--- src/rtl/karlsen_pkg.sv ---
// Shared types and helpers for the multi-channel Karlsen ladder.
//   state_t       : sequencer states, one multiply per state
//   RES_INT_BITS  : integer bits of the resonance word (Q2.x)
//   sat_acc/out   : signed clamp to a given width (never wraps)
package karlsen_pkg;

  typedef enum logic [2:0] {IDLE, FB, S1, S2, S3, S4, ST, DONE} state_t;

  localparam int RES_INT_BITS = 2;

  // Wide enough for any product/sum used in the datapath.
  localparam int SAT_IN_W = 48;
  localparam logic signed [SAT_IN_W-1:0] SAT_ONE = 1;

  function automatic logic signed [SAT_IN_W-1:0] sat_s(
    input logic signed [SAT_IN_W-1:0] v,
    input int                          w
  );
    logic signed [SAT_IN_W-1:0] mx, mn;
    mx = (SAT_ONE <<< (w - 1)) - SAT_ONE;
    mn = -mx - SAT_ONE;
    if (v > mx)      return mx;
    else if (v < mn) return mn;
    return v;
  endfunction

  function automatic logic signed [SAT_IN_W-1:0] sat_acc(
    input logic signed [SAT_IN_W-1:0] v,
    input int                          acc_w
  );
    return sat_s(v, acc_w);
  endfunction

  function automatic logic signed [SAT_IN_W-1:0] sat_out(
    input logic signed [SAT_IN_W-1:0] v,
    input int                          w
  );
    return sat_s(v, w);
  endfunction

endpackage

--- src/rtl/karlsen_ladder_mc_mac.sv ---
// Shared multiply-shift-accumulate for the ladder (combinational; the
// caller registers the result).
//   fb_op = 0 : result = sat(base + ((diff * coef) >>> SH_A))   ladder stage
//   fb_op = 1 : result = sat(base - ((diff * coef) >>> SH_B))   feedback sub
// Ports: base (ACC_W signed), diff (ACC_W+1 signed), coef (K_W unsigned),
//        fb_op, result (ACC_W signed).
module ladder_mac
  import karlsen_pkg::*;
#(
  parameter int ACC_W = 18,
  parameter int K_W   = 16,
  parameter int SH_A  = 16,
  parameter int SH_B  = 14
) (
  input  logic signed [ACC_W-1:0] base,
  input  logic signed [ACC_W:0]   diff,
  input  logic        [K_W-1:0]   coef,
  input  logic                    fb_op,
  output logic signed [ACC_W-1:0] result
);

  localparam int PW = ACC_W + 1 + K_W + 1;

  logic signed [PW-1:0]       diff_x, coef_x, prod, scaled;
  logic signed [SAT_IN_W-1:0] scaled_x, sum;

  always_comb begin
    diff_x   = PW'(diff);
    coef_x   = PW'($signed({1'b0, coef}));
    prod     = diff_x * coef_x;
    // >>> on a signed product floors toward -inf
    scaled   = fb_op ? (prod >>> SH_B) : (prod >>> SH_A);
    scaled_x = SAT_IN_W'(scaled);
    sum      = SAT_IN_W'(base) + (fb_op ? -scaled_x : scaled_x);
    result   = ACC_W'(sat_acc(sum, ACC_W));
  end

endmodule

--- src/rtl/karlsen_ladder_mc.sv ---
// Time-multiplexed 4-pole Karlsen ladder LPF, CHANNELS channels sharing one
// multiplier. Each sample_clk rising edge runs one pass over all channels
// (FB, S1..S4, ST per channel), then publishes every output at once.
// Ports:
//   clk, rst        system clock, async active-high reset
//   sample_clk      sample strobe level (sync to clk); rising edge = start
//   in              packed signed samples, channel c at [c*W +: W]
//   g, resonance    cutoff (Q0.G_W) and feedback gain (Q2.RES_W-2), shared
//   mode            0 = LP4 tap, 1 = LP2 tap
//   out             packed signed outputs, updated atomically
//   out_valid       1-clk pulse when out updates
//   busy            pass in progress
//   overrun         1-clk pulse on a start seen while not idle
module karlsen_ladder_mc
  import karlsen_pkg::*;
#(
  parameter int W        = 16,
  parameter int CHANNELS = 4,
  parameter int G_W      = 16,
  parameter int RES_W    = 16,
  parameter int ACC_W    = W + 2
) (
  input  logic                  clk,
  input  logic                  rst,
  input  logic                  sample_clk,
  input  logic [CHANNELS*W-1:0] in,
  input  logic [G_W-1:0]        g,
  input  logic [RES_W-1:0]      resonance,
  input  logic                  mode,
  output logic [CHANNELS*W-1:0] out,
  output logic                  out_valid,
  output logic                  busy,
  output logic                  overrun
);

  localparam int RES_FRAC = RES_W - RES_INT_BITS;
  localparam int K_W      = (G_W > RES_W) ? G_W : RES_W;
  localparam int D_W      = ACC_W + 1;
  localparam int CH_W     = (CHANNELS > 1) ? $clog2(CHANNELS) : 1;

  state_t state, state_nxt;

  // sample_clk is registered once before edge detection; start then lines
  // up with the edge that first captured the strobe high.
  logic sample_clk_q, sample_clk_d, start;
  assign start = sample_clk_q & ~sample_clk_d;

  logic [CH_W-1:0]              ch;
  logic [CHANNELS-1:0][W-1:0]   in_sh, out_sh;
  logic [G_W-1:0]               g_sh;
  logic [RES_W-1:0]             res_sh;
  logic                         mode_sh;

  logic signed [ACC_W-1:0]      stg [CHANNELS][4];
  logic signed [ACC_W-1:0]      x_q;

  logic                         last_ch;
  logic [1:0]                   idx;
  logic signed [ACC_W-1:0]      cur, src, tap;
  logic signed [ACC_W-1:0]      mac_base, mac_res;
  logic signed [D_W-1:0]        mac_diff;
  logic [K_W-1:0]               mac_coef;
  logic                         mac_fb;
  logic [W-1:0]                 tap_sat;

  assign last_ch = (ch == CH_W'(CHANNELS - 1));

  // Operand mux for the one shared MAC.
  always_comb begin
    idx = 2'd0;
    case (state)
      S2:      idx = 2'd1;
      S3:      idx = 2'd2;
      S4:      idx = 2'd3;
      default: idx = 2'd0;
    endcase
    cur = stg[ch][idx];
    // S1 follows the feedback node; later poles follow the pole just
    // updated earlier in this same pass.
    src = (state == S1) ? x_q : stg[ch][idx - 2'd1];

    mac_base = cur;
    mac_diff = D_W'(src) - D_W'(cur);
    mac_coef = K_W'(g_sh);
    mac_fb   = 1'b0;
    if (state == FB) begin
      mac_base = ACC_W'($signed(in_sh[ch]));
      mac_diff = D_W'(stg[ch][3]);
      mac_coef = K_W'(res_sh);
      mac_fb   = 1'b1;
    end

    tap     = mode_sh ? stg[ch][1] : stg[ch][3];
    tap_sat = W'(sat_out(SAT_IN_W'(tap), W));
  end

  ladder_mac #(
    .ACC_W (ACC_W),
    .K_W   (K_W),
    .SH_A  (G_W),
    .SH_B  (RES_FRAC)
  ) u_mac (
    .base   (mac_base),
    .diff   (mac_diff),
    .coef   (mac_coef),
    .fb_op  (mac_fb),
    .result (mac_res)
  );

  always_ff @(posedge clk or posedge rst) begin
    if (rst) state <= IDLE;
    else     state <= state_nxt;
  end

  always_comb begin
    state_nxt = state;
    case (state)
      IDLE:    if (start) state_nxt = FB;
      FB:      state_nxt = S1;
      S1:      state_nxt = S2;
      S2:      state_nxt = S3;
      S3:      state_nxt = S4;
      S4:      state_nxt = ST;
      ST:      state_nxt = last_ch ? DONE : FB;
      DONE:    state_nxt = IDLE;
      default: state_nxt = IDLE;
    endcase
  end

  always_ff @(posedge clk or posedge rst) begin
    if (rst) begin
      sample_clk_q <= 1'b0;
      sample_clk_d <= 1'b0;
      ch           <= '0;
      in_sh        <= '0;
      out_sh       <= '0;
      g_sh         <= '0;
      res_sh       <= '0;
      mode_sh      <= 1'b0;
      x_q          <= '0;
      out          <= '0;
      out_valid    <= 1'b0;
      busy         <= 1'b0;
      overrun      <= 1'b0;
      for (int c = 0; c < CHANNELS; c++)
        for (int k = 0; k < 4; k++)
          stg[c][k] <= '0;
    end else begin
      sample_clk_q <= sample_clk;
      sample_clk_d <= sample_clk_q;
      out_valid    <= 1'b0;
      // A start anywhere outside IDLE (DONE included) is dropped.
      overrun      <= start && (state != IDLE);
      case (state)
        IDLE: if (start) begin
          in_sh   <= in;
          g_sh    <= g;
          res_sh  <= resonance;
          mode_sh <= mode;
          ch      <= '0;
          busy    <= 1'b1;
        end
        FB:             x_q          <= mac_res;
        S1, S2, S3, S4: stg[ch][idx] <= mac_res;
        ST: begin
          out_sh[ch] <= tap_sat;
          if (!last_ch) ch <= ch + CH_W'(1);
        end
        DONE: begin
          out       <= out_sh;
          out_valid <= 1'b1;
          busy      <= 1'b0;
        end
        default: ;
      endcase
    end
  end

endmodule

--- config.mk ---
export PLATFORM = sky130hd
export DESIGN_NAME = karlsen_ladder_mc
export DESIGN_NICKNAME = d
export VERILOG_FILES = /design/src/rtl/karlsen_pkg.sv /design/src/rtl/karlsen_ladder_mc_mac.sv /design/src/rtl/karlsen_ladder_mc.sv
export SDC_FILE = /design/constraint.sdc
export NUM_CORES = 2
export LEC_CHECK = 0
export ABC_AREA = 1
export ABC_CLOCK_PERIOD_IN_PS = 19250
export CAP_MARGIN = 15
export CORE_MARGIN = 1
export CORE_UTILIZATION = 45
export DETAILED_ROUTE_END_ITERATION = 16
export GPL_TIMING_DRIVEN = 0
export MAX_ROUTING_LAYER = met4
export PLACE_DENSITY = 0.63
export SKIP_LAST_GASP = 1
export SLEW_MARGIN = 10
export SYNTH_ARGS = -nofsm -noshare
export SYNTH_HDL_FRONTEND = slang
export SYNTH_HIERARCHICAL = 1
export SYNTH_SLANG_ARGS = --single-unit
--- constraint.sdc ---
create_clock -name clk -period 19.25 [get_ports clk]
set_clock_uncertainty 0.1 [all_clocks]
set_input_delay 1.925 -clock clk [delete_from_list [all_inputs] [get_ports clk]]
set_output_delay 1.925 -clock clk [all_outputs]
set_load 0.03 [all_outputs]
======== Word-level counts from Yosys, hierarchy flattened ========
Index checks and enable logic that the tools add are counted.
word-level totals
  flip-flop bits (word level) ............. 541
  output and inout bits ................... 67
  logic and storage cells ................. 127
cells by class
  $add $sub $neg .......................... 5
  $mul .................................... 1
  $lt $le $gt $ge ......................... 11
  equal/unequal tests ..................... 10
  multiplexer cells ....................... 47
  bitwise operators ....................... 5
  reductions and logical operators ........ 12
operators by type and width
  cell                  number
  $bwmux 288            1
  $mux 72               3
  $mux 18               11
  $bmux 72 s2           1
  $demux 72 s2          1
  $mux 16               6
  $bmux 18 s2           2
  $bwmux 64             1
  $add 18x48->48        1
  $gt 48x18->1 const B  1
  $lt 48x18->1 const B  1
  $mux 48               1
  $neg 22->48           1
  $demux 18 s2          1
  $mul 19x17->36        1
  $bmux 16 s2           1
  $demux 16 s2          1
  $pmux 3 s8            1
  $mux 21               1
  $mux 19               1
  $sub 18x18->19        1
  $gt 18x16->1 const B  1
  $lt 18x16->1 const B  1
  $eq 3x3->1 const B    4
  other kinds (26)      46

======== Logic depth before layout (Yosys ltp) ========
  depth after elaboration ................. 20
  gate-level depth with buffers ........... 90
  gate-level depth less buffers ........... 80

======== Modules after synthesis ========
Netlist, hierarchy kept.
modules (own cells, without submodules)
  module             times used  cells an instance  area each (um^2)  sequential area each (um^2)
  karlsen_ladder_mc  1           3,208              25,794.7          13,538.0
  ladder_mac         1           2,824              17,840.9          0.0

======== Least setup slack after synthesis ========
No wires, ideal clock.
  path kind ............................... flip-flop to flip-flop
  start point ............................. register state[1]
  end point ............................... register stg[117] (netlist bit)
  library setup time ...................... 0.135 ns
  arrival time ............................ 12.011 ns
  required time ........................... 19.015 ns
  path slack .............................. 7.004 ns
  cell stages (with the launch flop) ...... 79
  period minus slack after synthesis ...... 12.246 ns
  path through ............................ dfrtp_1 -> inv_1 -> nand3_4 -> nand2_2 -> inv_2 -> buf_4 -> buf_6 -> buf_2 -> ha_1 -> clkbuf_1 -> inv_1 -> clkbuf_1 -> nand3_1 -> nand3_1 -> o21ai_0 -> ha_1 -> inv_1 -> fa_1 -> (+43 left out) -> nor2_1 -> inv_1 -> o21ai_1 -> inv_1 -> nor2_1 -> nor2_1 -> nand3_1 -> nand2_1 -> nand2_1 -> nand4_1 -> nor2_1 -> nand3_1 -> nand2_2 -> buf_4 -> nand2_1 -> inv_1 -> clkbuf_1 -> o21ai_0
on the way
  longest elaborated chain between the ends .. 20
RTL lines
  element                                          line                         text
  from (decl)                                      karlsen_ladder_mc.sv:41      state_t state, state_nxt;
  from (signal assigned)                           karlsen_ladder_mc.sv:112     else state <= state_nxt;
  $eq 3x3->1 / $eq 3x2->1 (equally long branches)  karlsen_ladder_mc.sv:71      case (state)
  $pmux 2 s3                                       karlsen_ladder_mc.sv:71
  $sub 2x1->2                                      karlsen_ladder_mc.sv:80      src = (state == S1) ? x_q : stg[ch][idx - 2'd1];
  $not 2->3 (not written as such)                  karlsen_ladder_mc.sv:80
  $bmux 18 s2                                      karlsen_ladder_mc.sv:80
  $mux 18 (not written as such) (2 in a row)       karlsen_ladder_mc.sv:80
  $mux 18                                          karlsen_ladder_mc.sv:80
  $sub 18x18->19                                   karlsen_ladder_mc.sv:83      mac_diff = D_W'(src) - D_W'(cur);
  (+1 left out)                                    n/a
  named net mac_diff[18]                           karlsen_ladder_mc.sv:61      logic signed [D_W-1:0] mac_diff;
  (+3 left out)                                    n/a
  $mux 48 *                                        karlsen_ladder_mc_mac.sv:34  sum = SAT_IN_W'(base) + (fb_op ? -scaled_x : scaled_x);
  $add 18x48->48 *                                 karlsen_ladder_mc_mac.sv:34
  $lt 48x18->1                                     karlsen_pkg.sv:23            else if (v < mn) return mn;
  $mux 1                                           karlsen_pkg.sv:23
  $mux 1                                           karlsen_pkg.sv:22            if (v > mx) return mx;
  $mux 18 *                                        karlsen_pkg.sv:24            return v;
  named net mac_res[9]                             karlsen_ladder_mc.sv:60      logic signed [ACC_W-1:0] mac_base, mac_res;
  $bwmux 288 *                                     karlsen_ladder_mc.sv:164     S1, S2, S3, S4: stg[ch][idx] <= mac_res;
  to (signal, indexed assignment)                  karlsen_ladder_mc.sv:164
  to (decl)                                        karlsen_ladder_mc.sv:54      logic signed [ACC_W-1:0] stg [CHANNELS][4];
The timed path passes the listed nets; every way through them passes the cells marked *. The select of a mux whose other input is x is not followed.
A chain may end at the register's enable or synchronous reset.

======== Worst setup path after layout ========
  start point ............................. register state[1]
  end point ............................... register stg[124] (netlist bit)
The elaborated chain is that of the path after synthesis.

==> implementation parameters <==
Parameter                              Value

Synthesis
  Asr flop ratio synth    1.00
  Predominant post-synthesis flop cell    dfrtp_1
  Number of library cell types mapped by synthesis    52
  Number of warnings issued by yosys    6
  Cell area after synthesis    43600 um2
  Number of standard cells after synthesis    6032
  Yosys reg bits    541
  Number of nets in the synthesized netlist    6601
  Share of synthesized area occupied by flip-flops and latches    0.310
  Number of flops mapped to enable cells by yosys    0
  Mean instance size in the synthesized netlist    7.23 um2

Layout
  Register area    13500 um2
  Most frequent standard cell in the layout excluding fill and tap cells    nand2_1
  Area added between synthesis and finish    12.3%
  FILL cells    9617
  Final design utilization    0.513
  Highest-count cells in the layout ignoring fill and taps    nand2_1 (2110), inv_1 (863), dfrtp_1 (541), nor2_1 (418), o21ai_0 (365)
  Share of post-route cells with drive strength above 1    0.0666
  Number of nets in the final layout    6832
  Area taken by multi-input logic gates    25500 um2

Clock network
  CTS Buffer Depth    3
  Clock buffer count from CTS    56
  Clock Latency Late Sink    0.64 ns
  # hold bufs at CTS    0
  Clock edge transition at the registers on the reported setup and hold paths    0.06 ns
  Root Buffer    clkbuf_16
  Number of sinks driven by the clock tree    541
  Clock tree from TritonCTS    yes
  H-tree depth    2
  Number of post-CTS setup repair buffers    0
  Total of cells resized after clock tree synthesis    0

Worst setup path
  Max Fanout on Critical Path    10
  Worst EP required    19.61 ns
  Flop-to-flop setup slack    2.82 ns
  Origin of the critical flop-to-flop path    state[1]$_DFFE_PP0P_
  Launch point of the worst path    state[1]$_DFFE_PP0P_
  Worst Reg-to-Reg Cells    72
  Worst setup SP type    flip-flop
  Crit-path slowest cell    fa_1
  Critical Path End Type    flip-flop
  Crit Path Category    flip-flop to flip-flop
  Max incr delay on CP    0.83 ns
  End point of the critical path    stg[124]$_DFFE_PP0P_
  Crit path arrival time    16.79 ns
  Reg-to-Reg End    stg[124]$_DFFE_PP0P_
  Most frequent cell on the critical path    nand2_1

Place
  Count of buffers inserted at the top-level ports    166
  HPWL after detailed placement    118000 um
  Global placement routability congestion    0.981

Job
  Maximum capacitance violations    0

Detailed routing
  WL per Instance    19.9 um
  Total number of vias    40600
  Number of search-and-repair iterations in the first detailed-routing pass    7
  Total detailed-routing wirelength    151000 um
  Detail-routed via count per cell    5.36
  DRC Markers    0
  Post-detailed-route count of antenna-violating nets    0
  Starting DRT DRC Count    4123

Floorplan
  Overall die width    313 um
  Core Rows    113
  Floorplan die height    313 um
  I/O pin count    167
  Core area    95600 um2
  Starting Density    0.457
  Die area    98200 um2

GRT
  Overflow left after global routing    0
  Number of antenna violations at the first check in global routing    3
  Total global-route track usage    0.316
  Global-route wire length before repair    232000 um
  Number of global-route vias before repair    39400
  Largest net degree at the start of global routing    118

STA
  Worst slew margin relative to its limit    0.269
  Endpoints failing setup    0
  Count of final hold-check violations    0
  Setup TNS    0 ns
  Number of max-slew violations in the final report    0
  Max Fclk    60.9 MHz
  Transition at the pin with the smallest max-transition slack    1.09 ns
  Unrepaired setup endpoints after global routing    no
  Fraction of the cycle the final worst path needs    0.854
  Clock period minus final worst setup slack    16.43 ns

Outcome
  Outcome    completed

Min path
  Class of the worst hold path    flip-flop to flip-flop
-- worst min path at each step --
stage / start / end / slack [ns] / cells after the start
after CTS: sample_clk_q$_DFF_PP0_ / sample_clk_d$_DFF_PP0_ / 0.28 / 0
after floorplan: sample_clk_q$_DFF_PP0_ / sample_clk_d$_DFF_PP0_ / 0.25 / 0
after global placement: sample_clk_q$_DFF_PP0_ / sample_clk_d$_DFF_PP0_ / 0.26 / 0
final: sample_clk_q$_DFF_PP0_ / sample_clk_d$_DFF_PP0_ / 0.27 / 0
after global routing: sample_clk_q$_DFF_PP0_ / sample_clk_d$_DFF_PP0_ / 0.29 / 0
after detailed placement: sample_clk_q$_DFF_PP0_ / sample_clk_d$_DFF_PP0_ / 0.27 / 0
-- critical path, delay by kind of cell, from the launching register on --
kind                     cells  cell delay (ns)
flip-flops                   1             0.46
AO/OA/AOI/OAI                8             1.77
adder cells (fa/ha/maj)     11             5.05
buffers and inverters       22             5.28
AND/OR/NAND/NOR             31             3.60
-- per-stage QoR --
stage               cell area, um2  hold WS (ns)  worst slack, ns  instances
CTS                          49000         0.276             2.97       7570
floorplan                    43600         0.254             2.10       6032
global route                 49000         0.295             1.81       7572
finish                       49000         0.273             2.82       7574
detailed placement           47100         0.275             2.98       7470
global placement             46900         0.259            -4.68       7463
-- registers in the layout, summed over array words and instances (netlist names) --
register and count:
out 64, x_q 18, out_sh 64, g_sh 16, ch 2, stg 288, sample_clk_d 1, mode_sh 1
state 3, out_valid 1, in_sh 64, overrun 1, sample_clk_q 1, busy 1, res_sh 16
-- logic make-up (layout without fill, tap and decap cells) --
family,count (synthesis),count (layout),share of synthesized area
adders and majority gates,469,469,0.187
and+or+nand+nor,3045,3045,0.285
AOI/OAI and AO/OA,692,692,0.0837
other,0,4,0
muxes,81,81,0.0209
xor gates and xnor gates,34,34,0.00682
buffers and inverters,1170,1443,0.106
DFF,541,541,0.310
-- cell usage after synthesis (7+ instances only) --
master	count	area [um2]
xor2_1	27	236
o21ai_0	367	1840
nand2_2	40	250
inv_2	20	75.1
mux2_2	81	912
xnor2_1	7	61.3
nand3_2	11	110
nor2_1	418	1570
nand3b_1	9	67.6
o21bai_1	17	128
buf_2	82	410
nand2_1	2110	7920
clkbuf_1	157	589
buf_4	14	105
a21oi_2	8	70.1
a31oi_1	19	119
and2_1	9	56.3
inv_1	864	3240
o21ai_1	46	230
buf_6	10	113
nor3_2	7	70.1
nand3_1	342	1710
nand4_1	40	250
o22ai_1	16	100
nor3_1	13	65.1
fa_1	307	6150
ha_1	162	2030
nor2_2	23	144
dfrtp_1	541	13500
a21oi_1	203	1020
buf_1	19	71.3
-- metal layers --
layer	vias to the layer above	wire length, um	GRT usage
met5	-	0	-
met2	1668	66100	0.474
met3	258	12000	0.0445
met4	0	4820	0.0880
li1	19000	-	-
met1	19700	67800	0.446
-- final cells by class --
class | count | share of cell area
multi-input combinational | 4321 | 0.520
buffer | 282 | 0.0263
sequential | 541 | 0.276
inverter | 888 | 0.0683
clock inverter | 20 | 0.00603
clock buffer | 80 | 0.0333
timing repair buffer | 173 | 0.0373
antenna | 4 | 0.000204
tap | 1265 | 0.0323
Power is left out: the tool's default activity adds up to more than one toggle a clock period on the data nets, which glitch-free logic cannot reach.
